### src/rtl/flac_fixed_pkg.sv
// Shared definitions for the FLAC fixed-predictor encoder/decoder family:
// FSM state encoding, datapath widths and the fixed-predictor coefficients.
// Related build option: FIXED_DECODER_MULTI_ORDER_EN (selectable order 0..4).
package flac_fixed_pkg;

    localparam int SAMPLE_W  = 16;
    localparam int ACC_W     = 20;
    localparam int MAX_ORDER = 4;
    localparam int ORDER_W   = 3;

    typedef logic signed [SAMPLE_W-1:0] sample_t;
    typedef logic signed [ACC_W-1:0]    acc_t;

    typedef enum logic [1:0] {
        ST_IDLE   = 2'd0,
        ST_WARMUP = 2'd1,
        ST_DECODE = 2'd2
    } state_e;

    // Fixed-predictor taps: Cn_k multiplies the k-th most recent sample for order n.
    localparam acc_t C1_1 =  20'sd1;
    localparam acc_t C2_1 =  20'sd2;
    localparam acc_t C2_2 = -20'sd1;
    localparam acc_t C3_1 =  20'sd3;
    localparam acc_t C3_2 = -20'sd3;
    localparam acc_t C3_3 =  20'sd1;
    localparam acc_t C4_1 =  20'sd4;
    localparam acc_t C4_2 = -20'sd6;
    localparam acc_t C4_3 =  20'sd4;
    localparam acc_t C4_4 = -20'sd1;

    // Sign-extend a sample into the accumulator width.
    function automatic acc_t sext_acc(input sample_t s);
        return {{(ACC_W-SAMPLE_W){s[SAMPLE_W-1]}}, s};
    endfunction

endpackage

### src/rtl/fixed_predictor.sv
// Combinational fixed-order predictor: history s1..s4 and order in,
// ACC_W-wide prediction out. Orders above MAX_ORDER use the order-4 taps.
module fixed_predictor
    import flac_fixed_pkg::*;
(
    input  sample_t            s1_i,
    input  sample_t            s2_i,
    input  sample_t            s3_i,
    input  sample_t            s4_i,
    input  logic [ORDER_W-1:0] order_i,
    output acc_t               pred_o
);

    acc_t x1, x2, x3, x4;

    assign x1 = sext_acc(s1_i);
    assign x2 = sext_acc(s2_i);
    assign x3 = sext_acc(s3_i);
    assign x4 = sext_acc(s4_i);

    // Select the polynomial prediction for the requested order.
    always_comb begin
        pred_o = '0;
        case (order_i)
            3'd0:    pred_o = '0;
            3'd1:    pred_o = C1_1 * x1;
            3'd2:    pred_o = C2_1 * x1 + C2_2 * x2;
            3'd3:    pred_o = C3_1 * x1 + C3_2 * x2 + C3_3 * x3;
            default: pred_o = C4_1 * x1 + C4_2 * x2 + C4_3 * x3 + C4_4 * x4;
        endcase
    end

endmodule

### src/rtl/fixed_decoder_order4.sv
// FLAC fixed-predictor decoder. Falling-edge clocked, two-stage pipeline:
// inputs are registered on edge N, the reconstructed sample on edge N+1.
// The recurrence (history -> prediction -> sample -> history) closes in stage 2.
// Build option FIXED_DECODER_MULTI_ORDER_EN adds iOrder (0..4, latched on iStart);
// without it the order is fixed at 4.
// Handshake: iValid qualifies iResidual in the same cycle, no backpressure;
// oValid qualifies oSample for exactly one cycle per accepted input.
module fixed_decoder_order4
    import flac_fixed_pkg::*;
(
    input  logic               iClock,
    input  logic               iReset,
    input  logic               iStart,
    input  logic               iValid,
    input  sample_t            iResidual,
`ifdef FIXED_DECODER_MULTI_ORDER_EN
    input  logic [ORDER_W-1:0] iOrder,
`endif
    output sample_t            oSample,
    output logic               oValid,
    output logic               oBusy,
    output state_e             oState
);

    localparam logic [ORDER_W-1:0] ORD_FIXED = ORDER_W'(MAX_ORDER);

    // Stage 1: registered inputs
    logic    start_q, vld_q;
    sample_t res_q;

    // Stage 2: FSM, history, warmup counter, output registers
    state_e             state_q, state_d;
    sample_t            s1_q, s2_q, s3_q, s4_q;
    sample_t            s1_d, s2_d, s3_d, s4_d;
    logic [ORDER_W-1:0] cnt_q, cnt_d;
    sample_t            sample_q, sample_d;
    logic               out_vld_q, out_vld_d;

    // Values as seen by this cycle, after applying a pending start
    state_e             eff_state;
    sample_t            e1, e2, e3, e4;
    logic [ORDER_W-1:0] eff_cnt, eff_order;
    logic [ORDER_W-1:0] ord_start, ord_cur;
    acc_t               pred;

`ifdef FIXED_DECODER_MULTI_ORDER_EN
    logic [ORDER_W-1:0] ord_in_q, order_q;

    // Clamp and register the requested order alongside the other inputs.
    always_ff @(negedge iClock or posedge iReset) begin
        if (iReset) ord_in_q <= ORD_FIXED;
        else        ord_in_q <= (iOrder > ORD_FIXED) ? ORD_FIXED : iOrder;
    end

    // Latch the block order when a start reaches stage 2.
    always_ff @(negedge iClock or posedge iReset) begin
        if (iReset)       order_q <= ORD_FIXED;
        else if (start_q) order_q <= ord_in_q;
    end

    assign ord_start = ord_in_q;
    assign ord_cur   = order_q;
`else
    assign ord_start = ORD_FIXED;
    assign ord_cur   = ORD_FIXED;
`endif

    // Stage 1 input registers.
    always_ff @(negedge iClock or posedge iReset) begin
        if (iReset) begin
            start_q <= 1'b0;
            vld_q   <= 1'b0;
            res_q   <= '0;
        end else begin
            start_q <= iStart;
            vld_q   <= iValid;
            res_q   <= iResidual;
        end
    end

    // A start discards the running block: clear history/counter before use.
    always_comb begin
        eff_state = state_q;
        eff_cnt   = cnt_q;
        eff_order = ord_cur;
        e1 = s1_q;
        e2 = s2_q;
        e3 = s3_q;
        e4 = s4_q;
        if (start_q) begin
            eff_state = (ord_start == '0) ? ST_DECODE : ST_WARMUP;
            eff_cnt   = '0;
            eff_order = ord_start;
            e1 = '0;
            e2 = '0;
            e3 = '0;
            e4 = '0;
        end
    end

    fixed_predictor u_pred (
        .s1_i   (e1),
        .s2_i   (e2),
        .s3_i   (e3),
        .s4_i   (e4),
        .order_i(eff_order),
        .pred_o (pred)
    );

    // Next-state, history update and output sample for stage 2.
    always_comb begin
        state_d   = eff_state;
        cnt_d     = eff_cnt;
        sample_d  = sample_q;
        out_vld_d = 1'b0;
        s1_d = e1;
        s2_d = e2;
        s3_d = e3;
        s4_d = e4;
        if (vld_q && (eff_state != ST_IDLE)) begin
            if (eff_state == ST_WARMUP) begin
                sample_d = res_q;
                cnt_d    = eff_cnt + 1'b1;
                if (cnt_d == eff_order) state_d = ST_DECODE;
            end else begin
                // Wraps mod 2^16, the exact inverse of the wrapping encoder.
                sample_d = SAMPLE_W'(sext_acc(res_q) + pred);
            end
            out_vld_d = 1'b1;
            s4_d = e3;
            s3_d = e2;
            s2_d = e1;
            s1_d = sample_d;
        end
    end

    // Stage 2 state register.
    always_ff @(negedge iClock or posedge iReset) begin
        if (iReset) begin
            state_q   <= ST_IDLE;
            cnt_q     <= '0;
            s1_q      <= '0;
            s2_q      <= '0;
            s3_q      <= '0;
            s4_q      <= '0;
            sample_q  <= '0;
            out_vld_q <= 1'b0;
        end else begin
            state_q   <= state_d;
            cnt_q     <= cnt_d;
            s1_q      <= s1_d;
            s2_q      <= s2_d;
            s3_q      <= s3_d;
            s4_q      <= s4_d;
            sample_q  <= sample_d;
            out_vld_q <= out_vld_d;
        end
    end

    assign oSample = sample_q;
    assign oValid  = out_vld_q;
    assign oBusy   = (state_q == ST_WARMUP) || (state_q == ST_DECODE);
    assign oState  = state_q;

endmodule

### config.mk
export PLATFORM = sky130hd
export DESIGN_NAME = fixed_decoder_order4
export DESIGN_NICKNAME = d
export VERILOG_FILES = /design/src/rtl/flac_fixed_pkg.sv /design/src/rtl/fixed_predictor.sv /design/src/rtl/fixed_decoder_order4.sv
export SDC_FILE = /design/constraint.sdc
export NUM_CORES = 1
export LEC_CHECK = 0
export CORE_UTILIZATION = 35
export DETAILED_ROUTE_END_ITERATION = 8
export DONT_BUFFER_PORTS = 1
export PLACE_DENSITY = 0.6
export SYNTH_ARGS = -nofsm -noshare
export SYNTH_HDL_FRONTEND = slang
export SYNTH_SLANG_ARGS = --single-unit
export TNS_END_PERCENT = 5
### constraint.sdc
create_clock -name iClock -period 9.7 [get_ports iClock]
set_input_delay 1.94 -clock iClock [delete_from_list [all_inputs] [get_ports iClock]]
set_output_delay 1.94 -clock iClock [all_outputs]
set_load 0.01 [all_outputs]
# Yosys cells after proc, flatten, opt, wreduce, memory -nomap -nowiden
# Index checks and enable logic that the tools add are counted.
[totals]
reg_bits = 104
output_inout_bits = 20
elab_cells = 42
[classes]
addsub = 6
n_mul = 1
eq_ne = 4
muxes = 17
reduce_logical = 3
[ops]
columns = ["operator", "n"]
rows = [
  ["$mux W16", 9],
  ["$add A16 B16 Y16", 4],
  ["$mul A3 B16 Y15 const A", 1],
  ["$neg A16 Y16", 1],
  ["$mux W3", 3],
  ["$mux W2", 4],
  ["$eq A2 B1 Y1 const B", 2],
  ["$add A3 B1 Y3 const B", 1],
  ["$eq A3 B3 Y1 const B", 1],
  ["$eq A2 B2 Y1 const B", 1],
  ["$reduce_bool A2 Y1", 1],
  ["$logic_and A1 B1 Y1", 1],
  ["$logic_or A1 B1 Y1", 1],
  ["$mux W1", 1],
]

# Depth between registers and ports, before layout
[depth]
ltp_word = 8
depth_mapped = 28

# Hierarchy
# Synthesis repeated with hierarchy kept, for this count alone.
[unflattened]
cells_unflattened = 1339
hier_area_um2 = 11528.6
[by_module_without_submodules]
columns = ["module", "n_inst", "cells_each", "area_per_inst_um2"]
rows = [
  ["fixed_predictor", 1, 806, 6567.5],
  ["fixed_decoder_order4", 1, 533, 4961.0],
]

==> impl_results.md <==
- Status: finished, final reports clean
- Die Ht: 139 um
- EDFF count, synth: 0
- Port bufs: 0
- Clk sinks: 104
- CP top delay family: flip-flops
- Worst setup SP type: flop
- First-pass GRT wire length: 23.8 mm
- #FFs+latches synth: 104
- Final GP Congestion: 0.817
- Register area share after synthesis: between 30% and 40%
- Final max-slew violation count: 0
- Library cells used by synthesis: 42
- Hold-fix buffers, CTS: 0
- Post_cts resized: 0
- Final nets: between 700 and 800
- Final WL: about 14 mm
- Tot Pwr: 1880 uW
- Worst EP arrival: 6.09 ns
- Avg Vias per Cell: 4.78
- Area added between synthesis and finish: 8.43%
- Residual DRC: 0
- CTS tree: built
- Final hold violations: 0
- Total CTS buffers: 9
- Starting Density: 36.1%
- Antenna violations before repair: 0
- DRT Pass-1 Iters: 6
- HP Class: flop to flop
- Core outline area: 0.0182 mm^2
- Worst-path clk slew: about 0.050 ns
- Mapped Cells: 676
- Maximum VDD drop: between 0.15 and 0.2 mV
- Worst Path Required: 7.76 ns
- Final Cell Area: 0.00713 mm^2
- Synth Net Count: 782
- Placement row count: 49
- Top Ports: 40
- Clock root buffer: clkbuf_16
- Total gr overflow: 0
- Post-Syn Area: 0.00658 mm^2
- Max-cap violations: 0
- CP max-delay cell: dfrtn_1
- Ys Warns: 0
- Via count: about 4300
- Power per Cell Area: 264 mW/mm^2
- Worst-Skew Late Latency: 0.36 ns
- Leak: around 0.0034 uW
- Critical path buffer and inverter count: 0
- Bufs on Longest Clock Path: 2
- R2R setup slack: roughly 3 ns
- Die Width: 139 um
- Area leader, netlist: dfrtn_1
- Synthesized area per cell: 9.73 um^2
- CP max FO: 6
- Top cells by area, synth: dfrtn_1, fa_1, ha_1
- Avg WL per Cell: 15.4 um
- HPWL after DPL: 9.96 mm
- Synth Flop Type: dfrtn_1
- Setup WS post-layout: 1.67 ns
- Clock skew: 0.0104 ns
- Largest net degree at the start of global routing: a little under 60
- Pre-CTS WS: 2.04 ns
- Post-CTS setup buffer count: 0
- TNS Setup: 0 ns
- Final Util: 39.2%
- GRT Overall Usage: 15.9%
- H-tree depth: 3
- Share of the synthesized area in the top cell type: about two fifths
- Most frequent cell after synthesis: dfrtn_1
- Worst Tran Pin Value: 0.812 ns
- Slew HR: 45.8%
- Crit-path cells: xor2_1
- Ant diodes: 0
- RSZ-0062 raised after global routing: no
- Ratio of cells with drive above 1 in the final layout: 4.91%
- CP Capture Type: output port
- Initial DRC Count: 263
- Post-route ant nets: 0
- Placed inst area: 0.00684 mm^2
- Vias in the first global route: 4682
- Worst setup path class: flop to output port
- Ys async rst share: between 90% and 100%
- Post-synth top cells: dfrtn_1, nand2_1, inv_1
- DIE AREA: 0.0193 mm^2
- Slowest cell delay on critical path: approximately 0.6 ns
- Finish-stage setup viols: 0
-- state kept, by name, indices dropped and copies added, names as in the netlist --
register and count:
cnt_q 3, oSample 16, oState 2, oValid 1
res_q 16, s1_q 16, s2_q 16, s3_q 16
s4_q 16, start_q 1, vld_q 1
-- stage by stage --
stage               std cells  hold WS (ns)
finish                    901         0.429
global route              901         0.460
CTS                       901         0.430
detailed placement        885         0.430
global placement          885         0.430
floorplan                 676         0.399
-- worst paths after layout --
kind / start / end / cells after the start
max in group asynchronous: iReset / res_q[11] / 2
hold / removal: s1_q[15] / s1_q[15] / 2
setup / recovery: oState[0] / oBusy / 1
setup reg to reg: start_q / s1_q[15] / 26
hold reg to reg: s1_q[15] / s1_q[15] / 2
min in group asynchronous: iReset / oValid / 1
-- routing by layer --
metal	vias up	wire length, um	share of wire [%]	track usage [%]
met3	9	430	3.1	3.94
met5	-	0	0	0
met1	2086	6700	48	20.8
met4	0	159	1.1	3.68
li1	2152	-	-	-
met2	63	6590	47	26.6
-- cell type report --
class,instances,area [um^2]
fillers,1766,11100
multi-input cells,471,3610
flip-flops and latches,104,2600
well taps,229,287
inverters,75,284
clock buffers,9,225
clock inverters,7,70.1
repair buffers,6,57.6
-- where the power goes --
group          switching, uW  internal, uW  total (uW)  leakage, uW
registers               22.2           469         491      0.00132
clock network            176           201         377     0.000146
logic                    575           437        1010      0.00194
-- cells by family after synthesis --
| family | after synthesis | share of synthesized area, % |
|---|---|---|
| AOI/OAI and AO/OA | 124 | 11.4 |
| buffers and inverters | 101 | 5.82 |
| adders and majority gates | 86 | 21.0 |
| and+or+nand+nor | 212 | 15.1 |
| muxes | 15 | 2.32 |
| DFF | 104 | 39.6 |
| xor gates and xnor gates | 34 | 4.74 |
-- placed cells by master, fill, tap and decap left out, drive strengths merged --
cell,n
a221oi,2
clkbuf,9
and3,1
inv,77
nand2,76
o21ba,2
nor3,4
mux2,2
a211oi,5
o221ai,1
a21o,12
clkinv,3
o31ai,2
nand3,1
nor2,55
o211ai,1
nor2b,39
o21a,5
buf,6
o22a,1
a211o,1
a2bb2oi,1
a31oi,2
mux2i,13
o21bai,3
xnor3,1
bufinv,1
clkinvlp,1
or4,1
nand2b,35
xnor2,21
a21oi,40
dfrtn,104
o21ai,45
ha,45
xor2,12
fa,41
a21bo,1
Power figures use the tool's default switching activity.
